`config.mk`:
```
export PLATFORM = sky130hd
export DESIGN_NAME = time_set_ctrl
export DESIGN_NICKNAME = d
export VERILOG_FILES = /design/src/rtl/time_set_ctrl_pkg.sv /design/src/rtl/time_field_validator.sv /design/src/rtl/time_set_ctrl.sv
export SDC_FILE = /design/constraint.sdc
export NUM_CORES = 1
export LEC_CHECK = 0
export CORE_MARGIN = 4
export CORE_UTILIZATION = 40
export CTS_CLUSTER_DIAMETER = 200
export DETAILED_ROUTE_END_ITERATION = 10
export GPL_TIMING_DRIVEN = 0
export HOLD_SLACK_MARGIN = 0.05
export PLACE_DENSITY_LB_ADDON = 0.12
export SYNTH_ARGS = -nofsm -noshare
export SYNTH_HDL_FRONTEND = slang
export SYNTH_SLANG_ARGS = --single-unit
```
`constraint.sdc`:
```
create_clock -name clk -period 3 [get_ports clk]
set_input_delay 0.9 -clock clk [delete_from_list [all_inputs] [get_ports clk]]
set_output_delay 0.9 -clock clk [all_outputs]
set_load 0.01 [all_outputs]
```
`src/rtl/time_set_ctrl_pkg.sv`:
```
// -----------------------------------------------------------------------------
// time_set_ctrl_pkg
// Shared definitions for the time-entry controller: field-select codes, BCD
// range limits, the controller state encoding and the state -> field decode.
// -----------------------------------------------------------------------------
package time_set_ctrl_pkg;

    // Field-select codes driven to the display and to the validator.
    localparam logic [2:0] FIELD_HOUR = 3'b011;
    localparam logic [2:0] FIELD_MIN  = 3'b110;
    localparam logic [2:0] FIELD_SEC  = 3'b101;
    localparam logic [2:0] FIELD_NONE = 3'b111;

    // Largest legal packed-BCD values per field.
    localparam logic [7:0] MAX_HOUR_BCD   = 8'h23;
    localparam logic [7:0] MAX_MINSEC_BCD = 8'h59;

    typedef enum logic [2:0] {
        ST_IDLE   = 3'd0,
        ST_HOUR   = 3'd1,
        ST_MIN    = 3'd2,
        ST_SEC    = 3'd3,
        ST_COMMIT = 3'd4
    } state_t;

    function automatic logic [2:0] field_of_state(input state_t s);
        case (s)
            ST_HOUR: return FIELD_HOUR;
            ST_MIN:  return FIELD_MIN;
            ST_SEC:  return FIELD_SEC;
            default: return FIELD_NONE;
        endcase
    endfunction

endpackage

```
`src/rtl/time_field_validator.sv`:
```
// -----------------------------------------------------------------------------
// time_field_validator
// Combinational check of a two-digit packed-BCD entry against the field that
// is currently being edited.
//   time_in   : packed BCD, tens digit in [7:4]
//   field_sel : FIELD_HOUR / FIELD_MIN / FIELD_SEC / FIELD_NONE
//   valid     : both digits are 0-9 and the value is within the field range;
//               always 0 for FIELD_NONE
// -----------------------------------------------------------------------------
module time_field_validator
    import time_set_ctrl_pkg::*;
(
    input  logic [7:0] time_in,
    input  logic [2:0] field_sel,
    output logic       valid
);

    logic bcd_ok;

    assign bcd_ok = (time_in[7:4] <= 4'd9) && (time_in[3:0] <= 4'd9);

    // NOTE: every output of a combinational block gets a default before the
    // case so no path leaves it unassigned, which would infer a latch.
    always_comb begin
        valid = 1'b0;
        case (field_sel)
            FIELD_HOUR: valid = bcd_ok && (time_in <= MAX_HOUR_BCD);
            FIELD_MIN,
            FIELD_SEC:  valid = bcd_ok && (time_in <= MAX_MINSEC_BCD);
            default:    valid = 1'b0;
        endcase
    end

endmodule

```
`src/rtl/time_set_ctrl.sv`:
```
// -----------------------------------------------------------------------------
// time_set_ctrl
// Sequences entry of a BCD time (hour, minute, second) for the running clock
// or the alarm, validates each field, stages accepted values and issues one
// write pulse to the selected register bank when all three are accepted.
//
// Ports:
//   clk, rst_n           clock (rising edge), async active-low reset
//   set_req, target_sel  start a session; target 0 = clock, 1 = alarm
//   enter, cancel        accept current time_in / abort session
//   time_in[7:0]         packed BCD entry
//   busy                 session in progress (state != IDLE)
//   field_sel[2:0]       field being edited (111 = none)
//   err                  one-cycle pulse on a rejected enter
//   wr_en, wr_alarm      one-cycle commit pulse and its target
//   hh_out/mm_out/ss_out staged BCD values
//   timeout              one-cycle pulse on session expiry
//
// Build option: define TIME_SET_AUTO_TIMEOUT_EN to abandon a session after
// TIMEOUT_CYCLES idle cycles in a field state; otherwise timeout is tied low.
// -----------------------------------------------------------------------------
module time_set_ctrl
    import time_set_ctrl_pkg::*;
#(
    parameter int TIMEOUT_CYCLES = 1000,
    parameter int TW             = 10
) (
    input  logic       clk,
    input  logic       rst_n,
    input  logic       set_req,
    input  logic       target_sel,
    input  logic       enter,
    input  logic       cancel,
    input  logic [7:0] time_in,
    output logic       busy,
    output logic [2:0] field_sel,
    output logic       err,
    output logic       wr_en,
    output logic       wr_alarm,
    output logic [7:0] hh_out,
    output logic [7:0] mm_out,
    output logic [7:0] ss_out,
    output logic       timeout
);

    // Catch a counter too narrow for the configured timeout at elaboration.
    if (TIMEOUT_CYCLES < 2 || TIMEOUT_CYCLES > (1 << TW)) begin : g_bad_cfg
        $error("time_set_ctrl: TIMEOUT_CYCLES does not fit in TW bits");
    end

    state_t     state_q, state_d;
    logic       err_d, timeout_d, wr_alarm_d;
    logic [7:0] hh_d, mm_d, ss_d;
    logic       field_valid;
    logic       expire;

    assign field_sel = field_of_state(state_q);
    assign busy      = (state_q != ST_IDLE);

    time_field_validator u_validator (
        .time_in   (time_in),
        .field_sel (field_sel),
        .valid     (field_valid)
    );

`ifdef TIME_SET_AUTO_TIMEOUT_EN
    logic [TW-1:0] cnt_q;
    logic          in_field;

    assign in_field = (state_q == ST_HOUR) || (state_q == ST_MIN) || (state_q == ST_SEC);
    // enter and cancel are handled ahead of expiry in the next-state logic.
    assign expire   = in_field && (cnt_q == TW'(TIMEOUT_CYCLES - 1));

    // Restart on any state change, on every enter and outside field states.
    always_ff @(posedge clk or negedge rst_n) begin
        if (!rst_n) begin
            cnt_q <= '0;
        end else if (!in_field || enter || (state_d != state_q)) begin
            cnt_q <= '0;
        end else begin
            cnt_q <= cnt_q + 1'b1;
        end
    end
`else
    assign expire = 1'b0;
`endif

    always_comb begin
        state_d    = state_q;
        err_d      = 1'b0;
        timeout_d  = 1'b0;
        wr_alarm_d = wr_alarm;
        hh_d       = hh_out;
        mm_d       = mm_out;
        ss_d       = ss_out;
        case (state_q)
            ST_IDLE: begin
                if (set_req) begin
                    state_d    = ST_HOUR;
                    wr_alarm_d = target_sel;
                end
            end
            ST_HOUR, ST_MIN, ST_SEC: begin
                if (cancel) begin
                    state_d = ST_IDLE;
                end else if (enter) begin
                    if (field_valid) begin
                        case (state_q)
                            ST_HOUR: begin hh_d = time_in; state_d = ST_MIN;    end
                            ST_MIN:  begin mm_d = time_in; state_d = ST_SEC;    end
                            default: begin ss_d = time_in; state_d = ST_COMMIT; end
                        endcase
                    end else begin
                        err_d = 1'b1;
                    end
                end else if (expire) begin
                    state_d   = ST_IDLE;
                    timeout_d = 1'b1;
                end
            end
            default: state_d = ST_IDLE;  // COMMIT lasts one cycle
        endcase
    end

    // NOTE: state registers use non-blocking assignments so every flop samples
    // the pre-edge values regardless of statement order.
    always_ff @(posedge clk or negedge rst_n) begin
        if (!rst_n) begin
            state_q  <= ST_IDLE;
            err      <= 1'b0;
            wr_en    <= 1'b0;
            wr_alarm <= 1'b0;
            timeout  <= 1'b0;
            hh_out   <= 8'h00;
            mm_out   <= 8'h00;
            ss_out   <= 8'h00;
        end else begin
            state_q  <= state_d;
            err      <= err_d;
            wr_en    <= (state_d == ST_COMMIT);  // high exactly while in COMMIT
            wr_alarm <= wr_alarm_d;
            timeout  <= timeout_d;
            hh_out   <= hh_d;
            mm_out   <= mm_d;
            ss_out   <= ss_d;
        end
    end

endmodule

```
======== Word-level counts from Yosys, hierarchy flattened ========
Cells that the tools add are included.
operators by class
  add/sub/neg operators ................... 0
  multipliers ............................. 0
  divide/modulo/power cells ............... 0
  order comparisons ....................... 4
  equal/unequal tests ..................... 7
  shift operators ......................... 0
  muxes and demuxes ....................... 12
  bitwise logic cells ..................... 2
  reductions and logical operators ........ 12
operators with widths
  kind                                                                               number
  5-bit AND reduction                                                                3
  3-bit two-way mux                                                                  4
  3-bit case mux with 2 select lines                                                 2
  3-bit by 2-bit equality test with 1-bit output (second input constant)             3
  3-bit equality test (second input constant)                                        3
  3-bit case mux with 3 select lines                                                 1
  4-bit less-or-equal comparator (second input constant)                             2
  8-bit by 6-bit less-or-equal comparator with 1-bit output (second input constant)  1
  8-bit by 7-bit less-or-equal comparator with 1-bit output (second input constant)  1
  1-bit two-way mux                                                                  4
  2-bit OR reduction                                                                 2
  3-bit by 1-bit equality test with 1-bit output (second input constant)             1
  1-bit logical AND                                                                  3
  3-bit zero test                                                                    1
  3-bit nonzero test                                                                 1
  3-bit OR reduction                                                                 1
  1-bit NOT                                                                          2
  1-bit case mux with 2 select lines                                                 1
  2-bit AND reduction                                                                1
word-level totals
  flip-flop bits (word level) ............. 30
  latch bits .............................. 0
  bits in writable memories ............... 0
  bits in read-only memories .............. 0
  input port bits ......................... 14
  output and inout bits ................... 32
  logic and storage cells ................. 44
  memories kept ........................... 0

======== Depth between registers and ports, before layout ========
Gate-level depths: netlist of the first run.
  depth in word-level cells ............... 10
  gate-level depth with buffers ........... 5
  depth with buffers taken out ............ 4

======== Modules after synthesis ========
From an unflattened synthesis of the first run, not the netlist that was laid out.
second synthesis, totals
  cell total of the unflattened synthesis .. 95
  area, all modules ....................... 1365.1 µm²
by module, submodules not included
  module                times used  cells each  area an instance (µm²)  seq. area each (µm²)
  time_set_ctrl         1           84          1297.5                  750.7
  time_field_validator  1           11          67.6                    0.0

======== Worst setup path after synthesis of the first run ========
No wires, ideal clock.
  kind .................................... input to register
  from .................................... input port time_in[1]
  to ...................................... register ss_out[0]
  library setup time ...................... 0.125 ns
  data arrival time ....................... 2.328 ns
  data required time ...................... 2.875 ns
  path slack .............................. 0.547 ns
  cell stages on the path ................. 4
  buffers on the path ..................... 0
  path through ............................ o21ai_0 > o211ai_4 > a2111oi_4 > mux2_2
on the way
  longest elaborated chain between the ends .. 5
  elaborated cells between the ends (all ways) .. 8
  classes of those cells .................. 3 x order compare; 1 x mux; 4 x reduce/logical
ends and longest elaborated chain
  element                                                                                                            line                        RTL
  start: declaration                                                                                                 time_set_ctrl.sv:34         input logic [7:0] time_in,
  parallel branches: the longest is 3 deep, another holds 8-bit by 7-bit less-or-equal comparator with 1-bit output  --
  1-bit case mux with 2 select lines *                                                                               time_field_validator.sv:26  case (field_sel)
  5-bit AND reduction (no line) *                                                                                    --
  end signal: assignment                                                                                             time_set_ctrl.sv:145        ss_out <= ss_d;
  end: declaration                                                                                                   time_set_ctrl.sv:42         output logic [7:0] ss_out,
Every way passes the cells marked *.
A chain may end at the register's enable or synchronous reset.

======== Worst setup path in the final report of the first run ========
  from .................................... input port time_in[2]
  to ...................................... register mm_out[0]
on the way
  longest elaborated chain between the ends .. 5
  elaborated cells between the ends (all ways) .. 8
  classes of those cells .................. 3 x order compare; 1 x mux; 4 x reduce/logical
ends and longest elaborated chain
  element                                                                                                            line                        RTL
  parallel branches: the longest is 3 deep, another holds 8-bit by 7-bit less-or-equal comparator with 1-bit output  --
  1-bit case mux with 2 select lines *                                                                               time_field_validator.sv:26
  5-bit AND reduction (no line) *                                                                                    --
  end signal: assignment                                                                                             time_set_ctrl.sv:144        mm_out <= mm_d;
  end: declaration                                                                                                   time_set_ctrl.sv:41         output logic [7:0] mm_out,
Marks and branches as above.

==> run_results.csv, run 1 <==
group,metric,value,unit
worst_setup_path,criticalPathCategory,"input pin to register",
timing,drv_slew,0,
synthesis,synth_top_cells_by_area,"dfrtp_1 (57%), mux2_2 (18%), a2111oi_4 (6.3%)",
synthesis,synth_top_area_cell,"dfrtp_1",
place,post-dp-hpwl,2030,um
timing,max_freq,0.342,GHz
clock_tree,cts_sinks,30,
final_layout,insertedDiodeCount,0,
worst_setup_path,cp-end-kind,"register",
final_layout,drive_above_1_share,0.262,
synthesis,synth_top_family_by_area,"multiplexers",
synthesis,ys_types,23,
synthesis,ys_warn_count,0,
grt,grt_pass1_wl,4660,um
grt,grt.total_usage,0.147,
synthesis,synth_compound_area_frac,0.119,
pwr,p_leak,0.807,nW
pwr,ir_drop,0.000330,V
timing,slew_headroom,0.511,
floorplanning,die_w,65.2,um
grt,grt_pass1_vias,960,
run_status,outcome,"completed",
clock_tree,hold_buffers,0,
grt,antenna_found_initial,0,
floorplanning,pin_count,46,
detailed_routing,drt_first_pass_iters,4,
worst_setup_path,cp_max_fo,8,
final_layout,areaGrowthSynthToFinish,40.8,%
min_path,hold_class,"register to register",
timing,setup_violations,0,
pwr,p_total,0.000862,W
grt,grt_remaining_overflow,0,
detailed_routing,wire_per_inst,14.8,um
job,max_cap_violations,0,
floorplanning,rows,20,
detailed_routing,viasPerCell,4.97,
clock_tree,cts.htree.levels,2,
timing,tightestPinTransition,0.734,ns
timing,min_period,2.92,ns
final_layout,final_common_cell,"clkdlybuf4s50_1",
synthesis,synthXorXnorAreaFrac,0,
timing,finalHoldViolCount,0,
floorplanning,core,0.00310,mm^2
place,gp_congestion,0.770,
synthesis,synthSimpleGateAreaFrac,0.0965,
detailed_routing,routed_wl,2790,um
synthesis,seq_area_frac_synth,0.573,
clock_tree,clockRootBuffer,"clkbuf_4",
worst_setup_path,cp_data_arrival_time,3.12,ns
floorplanning,start_util,0.422,
detailed_routing,drt_iter0_markers,36,
final_layout,fill_cells,303,
floorplanning,die_h,65.2,um
synthesis,muxShareOfSynthArea,0.188,
worst_setup_path,worstPathRequired,3.20,ns
floorplanning,die_area,0.00425,mm^2
worst_setup_path,cp-start-kind,"input pin",
clock_tree,cts-resized-gates,0,
synthesis,synth.cell_area,0.00131,mm^2
final_layout,fin_area,0.00184,mm^2
place,port_buffers,44,
synthesis,synth.top_cell.area_share,0.573,
clock_tree,path_clk_slew,0.09,ns
timing,hold_ws,0.511,ns
detailed_routing,ant_nets,0,
clock_tree,clockBufferDepth,2,
synthesis,synthesis.nets,109,
grt,grt_max_degree,31,
pwr,cellPowerDensity,467,mW/mm^2
timing,fin_setup_tns,0,ns
clock_tree,clk-insertion-delay-late,0.32,ns
synthesis,ys_ff_latch,30,
clock_tree,cts_buffers,5,
timing,clock_skew,0.0116,ns
synthesis,synth_fa_ha_area_frac,0,
detailed_routing,routed-via-count,940,
synthesis,syn_avg_cell_area,13.8,um^2
timing,finalCritPeriodShare,0.973,
clock_tree,tritoncts,"done",
final_layout,final_cell_mix,"clkdlybuf4s50_1 (43), dfrtp_1 (30), mux2_2 (21), nand2_1 (8)",
final_layout,nets,159,
synthesis,synthCells,95,
place,dpl_cell_area,0.00181,mm^2
timing,rsz0062_at_grt,"false",
detailed_routing,drcViolationCount,0,
==> kinds of logic (layout without fill, tap and decap cells) <==
| kind of cell | after synthesis | count (layout) |
|---|---|---|
| AOI/OAI and AO/OA | 12 | 12 |
| buffers and inverters | 5 | 55 |
| DFF | 30 | 30 |
| muxes | 22 | 22 |
| other | 1 | 1 |
| and+or+nand+nor | 25 | 25 |
==> Yosys cell counts <==
| library cell | instances |
|---|---|
| a2111oi_0 | 1 |
| a2111oi_4 | 3 |
| a211o_2 | 1 |
| a21oi_1 | 4 |
| a311oi_1 | 1 |
| and2_1 | 1 |
| and2b_2 | 2 |
| buf_4 | 2 |
| clkbuf_1 | 1 |
| conb_1 | 1 |
| dfrtp_1 | 30 |
| inv_1 | 2 |
| mux2_2 | 21 |
| mux2i_1 | 1 |
| nand2_1 | 8 |
| nand3_1 | 1 |
| nand3b_1 | 1 |
| nor2_1 | 5 |
| nor2b_1 | 3 |
| nor3_1 | 2 |
| o211ai_4 | 1 |
| o21ai_0 | 1 |
| or3_1 | 2 |
==> critical path, cell delays in order <==
cell and delay, ns:
clkdlybuf4s50_1 0.48, o21ai_0 0.38, o211ai_4 0.23, a2111oi_4 0.73, mux2_2 0.40
==> metal layers <==
metal,GRT usage,vias up,wire [um]
li1,-,438,-
met1,0.177,463,1140
met2,0.224,33,1320
met3,0.0752,6,284
met4,0.0544,0,44
met5,0,-,0
==> power by group <==
group          total (W)  leakage (nW)  switching, W  internal, W
clock           0.000220        0.0308      0.000136    0.0000841
sequential      0.000456         0.410     0.0000223     0.000434
combinational   0.000186         0.366     0.0000799     0.000106
==> per-stage QoR <==
| stage | util | setup slack [ns] | instances |
|---|---|---|---|
| after floorplan | - | 0.547 | 95 |
| after global placement | 0.582 | -0.275 | 183 |
| after detailed placement | 0.582 | -0.308 | 183 |
| after CTS | 0.596 | 0.0426 | 189 |
| after global routing | 0.594 | 0.00693 | 189 |
| final | 0.594 | 0.0801 | 189 |
==> worst paths after layout <==
kind / from / endpoint / slack (ns) / cells past startpoint
hold / removal: ss_out[7] / ss_out[7] / 0.51 / 1
hold reg to reg: ss_out[7] / ss_out[7] / 0.51 / 1
setup / recovery: time_in[2] / mm_out[0] / 0.08 / 5
min in group asynchronous: rst_n / mm_out[4] / 0.59 / 1
setup reg to reg: state_q[2] / ss_out[0] / 0.85 / 4
max in group asynchronous: rst_n / ss_out[1] / 1.97 / 1
==> state kept, by name (all words and copies together), names as in the netlist <==
| signal | flops |
|---|---|
| hh_out | 8 |
| mm_out | 8 |
| ss_out | 8 |
| state_q | 3 |
| err | 1 |
| wr_alarm | 1 |
| wr_en | 1 |
==> timing repair <==
action,CTS,global route
buffers inserted,0,0
setup endpoints to repair,1,7
pin swaps,0,1
==> final cells by class <==
type	count	area, um^2	area share
multi-input combinational	60	533	0.289
clock buffer	5	37.5	0.0204
timing repair buffer	44	435	0.236
buffer	2	15.0	0.00814
sequential	30	751	0.407
inverter	2	7.51	0.00407
clock inverter	2	10.0	0.00543
tap	44	55.1	0.0299
Power figures use the tool's default switching activity.
==> inputs of run 2 (changes only) <==
Settings changed: CORE_MARGIN 4 to 1.
==> run 2 against run 1 <==
Core utilization grew 1.4 points. Clock skew is essentially flat. Sequential cell count is the same. Sequential share of layout area shrank 0.60 points. Register-to-register slack gained 0.05 ns. Maximum frequency grew 1.5%. Via count shrank 0.85%. Critical path depth shrank 2. Cell count grew 1.6%. Critical path type is now register to primary output. Critical endpoint is now field_sel[2]. Highest routed layer unchanged.
==> run_results.csv, run 2 (synthesis gave the netlist of run 1 again) <==
group,metric,value,unit
run_status,outcome,"completed",
grt,grt_remaining_overflow,0,
place,post-place-ws,-0.287,ns
clock_tree,cts_buffers,5,
clock_tree,path_clk_slew,0.09,ns
worst_setup_path,critPathLaunch,"state_q[0]",
detailed_routing,drt_first_pass_iters,4,
floorplanning,rows,20,
clock_tree,cts_sinks,30,
worst_setup_path,timing.rr.end,"mm_out[0]",
pwr,power_frac_comb,0.208,
pwr,p_clk_frac,0.281,
place,port_buffers,44,
timing,finalHoldViolCount,0,
final_layout,nets,161,
worst_setup_path,worstPathRequired,2.10,ns
floorplanning,core,0.00308,mm^2
floorplanning,die_h,59.2,um
final_layout,fill_cells,276,
grt,grt_pass1_vias,1018,
clock_tree,hold_buffers,0,
worst_setup_path,critPathSlowestCell,"dfrtp_1",
job,max_cap_violations,0,
worst_setup_path,reg2regPathDepth,4,
timing,hold_ws,0.504,ns
final_layout,multi_input_area,533,um^2
grt,grt_max_degree,31,
detailed_routing,ant_nets,0,
pwr,p_switching,0.000240,W
grt,antenna_found_initial,0,
detailed_routing,viasPerCell,4.85,
final_layout,final_common_cell,"clkdlybuf4s50_1",
final_layout,final-seq-area,751,um^2
final_layout,drive_above_1_share,0.270,
pwr,pwr-share-seq,0.511,
timing,setup_violations,0,
pwr,switching_share,0.268,
final_layout,final_cell_mix,"clkdlybuf4s50_1 (43), dfrtp_1 (30), mux2_2 (21), nand2_1 (8)",
worst_setup_path,cp_data_arrival_time,1.98,ns
detailed_routing,routed_wl,2650,um
floorplanning,start_util,0.426,
timing,rsz0062_at_grt,"false",
clock_tree,clk-insertion-delay-late,0.33,ns
clock_tree,clockBufferDepth,2,
timing,timing.final.ws_setup,0.122,ns
pwr,cellPowerDensity,477,mW/mm^2
worst_setup_path,cp_slowest_stage_delay,0.55,ns
worst_setup_path,cp-end-kind,"primary output",
pwr,p_total,0.000893,W
worst_setup_path,cp_max_fo,9,
clock_tree,tritoncts,"done",
min_path,hold_class,"register to register",
pwr,p_leak,0.823,nW
place,dpl.cell_count,183,
worst_setup_path,r2r_start,"state_q[2]",
final_layout,stdcell_count,192,
detailed_routing,drt_iter0_markers,11,
worst_setup_path,path_cells,"inv_1, or3_1, clkdlybuf4s50_1",
detailed_routing,routed-via-count,932,
detailed_routing,wire_per_inst,13.8,um
timing,finalCritPeriodShare,0.959,
timing,clock_skew,0.0119,ns
place,gp_congestion,0.771,
worst_setup_path,criticalPathCategory,"register to primary output",
clock_tree,cts.htree.levels,2,
pwr,ir_drop,0.000302,V
grt,grt.total_usage,0.186,
floorplanning,die_w,59.2,um
worst_setup_path,endpoint,"field_sel[2]",
worst_setup_path,cp-start-kind,"register",
final_layout,largest_registers,"hh_out (8), mm_out (8), ss_out (8)",
grt,grt_pass1_wl,4580,um
pwr,p_int,0.000653,W
timing,drv_slew,0,
detailed_routing,drcViolationCount,0,
timing,max_freq,0.347,GHz
min_path,min_path_cells,1,
timing,min_period,2.88,ns
worst_setup_path,rrSetupSlack,0.90,ns
timing,slew_headroom,0.575,
clock_tree,cts-resized-gates,0,
final_layout,areaGrowthSynthToFinish,42.9,%
final_layout,insertedDiodeCount,0,
floorplanning,pin_count,46,
place,post-dp-hpwl,1900,um
place,dpl_cell_area,0.00181,mm^2
final_layout,fin_area,0.00187,mm^2
timing,tightestPinTransition,0.638,ns
clock_tree,clockRootBuffer,"clkbuf_4",
floorplanning,die_area,0.00351,mm^2
-- run 2: changes by cell type in the layout (fill, tap and decap cells not counted), sizes merged --
cell | previous run | this run
clkinv | 2 | 1
buf | 3 | 5
clkbuf | 5 | 7
-- run 2: layout make-up --
cell class              instances  share of cell area
plain buffers                   2             0.00802
clock buffers                   7              0.0294
clock inverters                 1             0.00267
inverters                       2             0.00401
multi-input cells              60               0.285
flip-flops and latches         30               0.401
well taps                      44              0.0294
repair buffers                 46               0.241
-- run 2: metrics by stage --
step	utilization	setup TNS, ns
after floorplan	-	0
after global placement	0.587	-4.33
after detailed placement	0.587	-4.93
after CTS	0.605	0
after global routing	0.608	0
final	0.608	0
-- run 2: worst min-delay path by stage --
stage / endpoint / start / slack [ns]
3_3_place_gp: mm_out[7] / mm_out[7] / 0.49
5_1_grt: mm_out[7] / mm_out[7] / 0.52
3_5_place_dp: mm_out[7] / mm_out[7] / 0.49
4_1_cts: mm_out[7] / mm_out[7] / 0.51
6_report: mm_out[7] / mm_out[7] / 0.50
2_1_floorplan: state_q[0] / state_q[2] / 0.46
-- run 2: timing repair --
| item | 4_1_cts | 5_1_grt |
|---|---|---|
| endpoints found under the setup margin | 1 | 8 |
| setup buffers | 0 | 2 |
| pin swaps | 0 | 1 |
-- run 2: power groups by stage --
stage	sequential (W)	clock, W	combinational (W)
floorplan	0.000468	0	0.0000758
global placement	0.000455	0	0.000195
detailed placement	0.000456	0	0.000199
CTS	0.000457	0.000261	0.000188
global route	0.000462	0.000270	0.000202
finish	0.000457	0.000251	0.000185
-- run 2: worst max-delay path: cells and delay by family, from the launching register on --
kind                   cells  cell delay, ns
flip-flops                 1            0.55
buffers and inverters      2            0.69
AND/OR/NAND/NOR            1            0.41
-- run 2: routing by layer --
layer	GRT usage	wire (um)
met5	0	0
met4	0.119	64
met3	0.0546	137
met2	0.299	1300
met1	0.217	1150
==> inputs of run 3 (changes only) <==
Settings changed: CTS_CLUSTER_DIAMETER 200 to 120.
Clock period 3 ns to 2.8 ns, I/O delays scaled along.
==> run 3 against run 2 <==
Global-route usage about the same. Clock skew about the same. Clock-buffer cell count unchanged. Sequential cell count unchanged. Critical path type unchanged. Critical endpoint unchanged.
==> run_results.csv, run 3 (synthesis gave the netlist of run 1 again) <==
group,metric,value,unit
worst_setup_path,cp_max_fo,9,
worst_setup_path,critPathSlowestCell,"dfrtp_2",
clock_tree,cts_sinks,30,
detailed_routing,drt_first_pass_iters,4,
final_layout,final_common_cell,"clkdlybuf4s50_1",
final_layout,largest_registers,"hh_out (8), mm_out (8), ss_out (8)",
floorplanning,die_h,59.2,um
place,gp_congestion,0.771,
grt,grt.met1_usage,0.221,
worst_setup_path,criticalPathCategory,"register to primary output",
grt,top_usage_layer,"met2",
pwr,p_leak,0.838,nW
timing,finalHoldViolCount,0,
detailed_routing,drt_iter0_markers,15,
timing,clock_skew,0.0123,ns
final_layout,utilization,0.616,
job,max_cap_violations,0,
detailed_routing,routed-via-count,950,
detailed_routing,drcViolationCount,0,
clock_tree,clockRootBuffer,"clkbuf_4",
worst_setup_path,cp_data_arrival_time,1.85,ns
timing,rsz0062_at_grt,"false",
min_path,min_path_cells,1,
timing,max_freq,0.372,GHz
worst_setup_path,cp-end-kind,"primary output",
clock_tree,cts.htree.levels,2,
timing,setup_violations,0,
final_layout,nets,164,
timing,finalCritPeriodShare,0.960,
place,dpl_cell_area,0.00181,mm^2
detailed_routing,ant_nets,0,
floorplanning,core,0.00308,mm^2
worst_setup_path,worstSetupPathDepth,3,
final_layout,insertedDiodeCount,0,
clock_tree,path_clk_slew,0.09,ns
final_layout,final_cell_mix,"clkdlybuf4s50_1 (43), dfrtp_1 (29), mux2_2 (21), nand2_1 (8), buf_4 (7)",
clock_tree,tritoncts,"done",
worst_setup_path,path_cells,"inv_1, or3_1, clkdlybuf4s50_1",
final_layout,drive_above_1_share,0.291,
floorplanning,die_area,0.00351,mm^2
final_layout,fin_area,0.00190,mm^2
final_layout,fill_cells,274,
worst_setup_path,worstPathRequired,1.96,ns
pwr,cellPowerDensity,505,mW/mm^2
clock_tree,cts_buffers,5,
clock_tree,clk-insertion-delay-late,0.33,ns
grt,use_met3,0.0546,
run_status,outcome,"completed",
floorplanning,rows,20,
detailed_routing,wire_per_inst,13.7,um
timing,min_period,2.69,ns
grt,antenna_found_initial,0,
pwr,ir_drop,0.000323,V
worst_setup_path,critical_path.top_delay_family,"buffers and inverters",
detailed_routing,viasPerCell,4.87,
min_path,hold_class,"register to register",
final_layout,areaGrowthSynthToFinish,44.7,%
floorplanning,pin_count,46,
floorplanning,start_util,0.426,
grt,grt.total_usage,0.187,
floorplanning,die_w,59.2,um
grt,grt_pass1_vias,1025,
place,port_buffers,44,
detailed_routing,routed_wl,2670,um
timing,tightestPinTransition,0.634,ns
worst_setup_path,reg2regPathDepth,5,
timing,slew_headroom,0.577,
worst_setup_path,cp-start-kind,"register",
timing,drv_slew,0,
grt,grt_remaining_overflow,0,
clock_tree,hold_buffers,0,
grt,met2_usage,0.295,
grt,grt_pass1_wl,4630,um
worst_setup_path,cp_slowest_stage_delay,0.48,ns
grt,grt_max_degree,31,
place,post-dp-hpwl,1900,um
clock_tree,clockBufferDepth,2,
worst_setup_path,crit_buf_inv,2,
[run 3: repair_timing]
action	CTS	global route
setup buffers	2	3
resized for setup	1	0
endpoints found under the hold margin	0	0
pin swaps	2	2
endpoints found under the setup margin	9	13
[run 3: path summary, 6_finish.rpt]
path | startpoint | slack, ns | endpoint
max | state_q[0] | 0.11 | field_sel[2]
min | mm_out[7] | 0.50 | mm_out[7]
max reg2reg | state_q[2] | 0.85 | ss_out[0]
min reg2reg | mm_out[7] | 0.50 | mm_out[7]
max in group asynchronous | rst_n | 1.83 | state_q[0]
min in group asynchronous | rst_n | 0.52 | mm_out[4]
[run 3: routing by layer]
layer	vias up	share of wire	wire [um]
met1	460	0.43	1160
met5	-	0	0
met3	8	0.053	142
met2	33	0.49	1300
met4	0	0.024	64
li1	449	-	-
[run 3: cell type report]
| class | instances | area, um^2 | area share |
|---|---|---|---|
| flip-flops and latches | 30 | 752 | 0.397 |
| multi-input cells | 60 | 533 | 0.281 |
| repair buffers | 49 | 473 | 0.250 |
| clock buffers | 7 | 55.1 | 0.0290 |
| well taps | 44 | 55.1 | 0.0290 |
| plain buffers | 2 | 15.0 | 0.00792 |
| inverters | 2 | 7.51 | 0.00396 |
| clock inverters | 1 | 5.00 | 0.00264 |
[run 3: per-stage QoR]
stage                     setup WS, ns  hold WS [ns]  total power (W)  TNS [ns]  instances
after global placement          -0.385         0.485         0.000697     -7.47        183
after detailed placement        -0.427         0.490         0.000701     -8.19        183
after CTS                      0.00665         0.511         0.000973         0        192
after floorplan                  0.407         0.456         0.000583         0         95
after global routing            0.0280         0.520          0.00100         0        195
final                            0.112         0.505         0.000957         0        195
[run 3: power breakdown]
| group | internal (W) | switching (W) |
|---|---|---|
| Combinational | 0.000114 | 0.0000853 |
| Sequential | 0.000466 | 0.0000242 |
| Clock | 0.000121 | 0.000146 |
| Total | 0.000701 | 0.000256 |
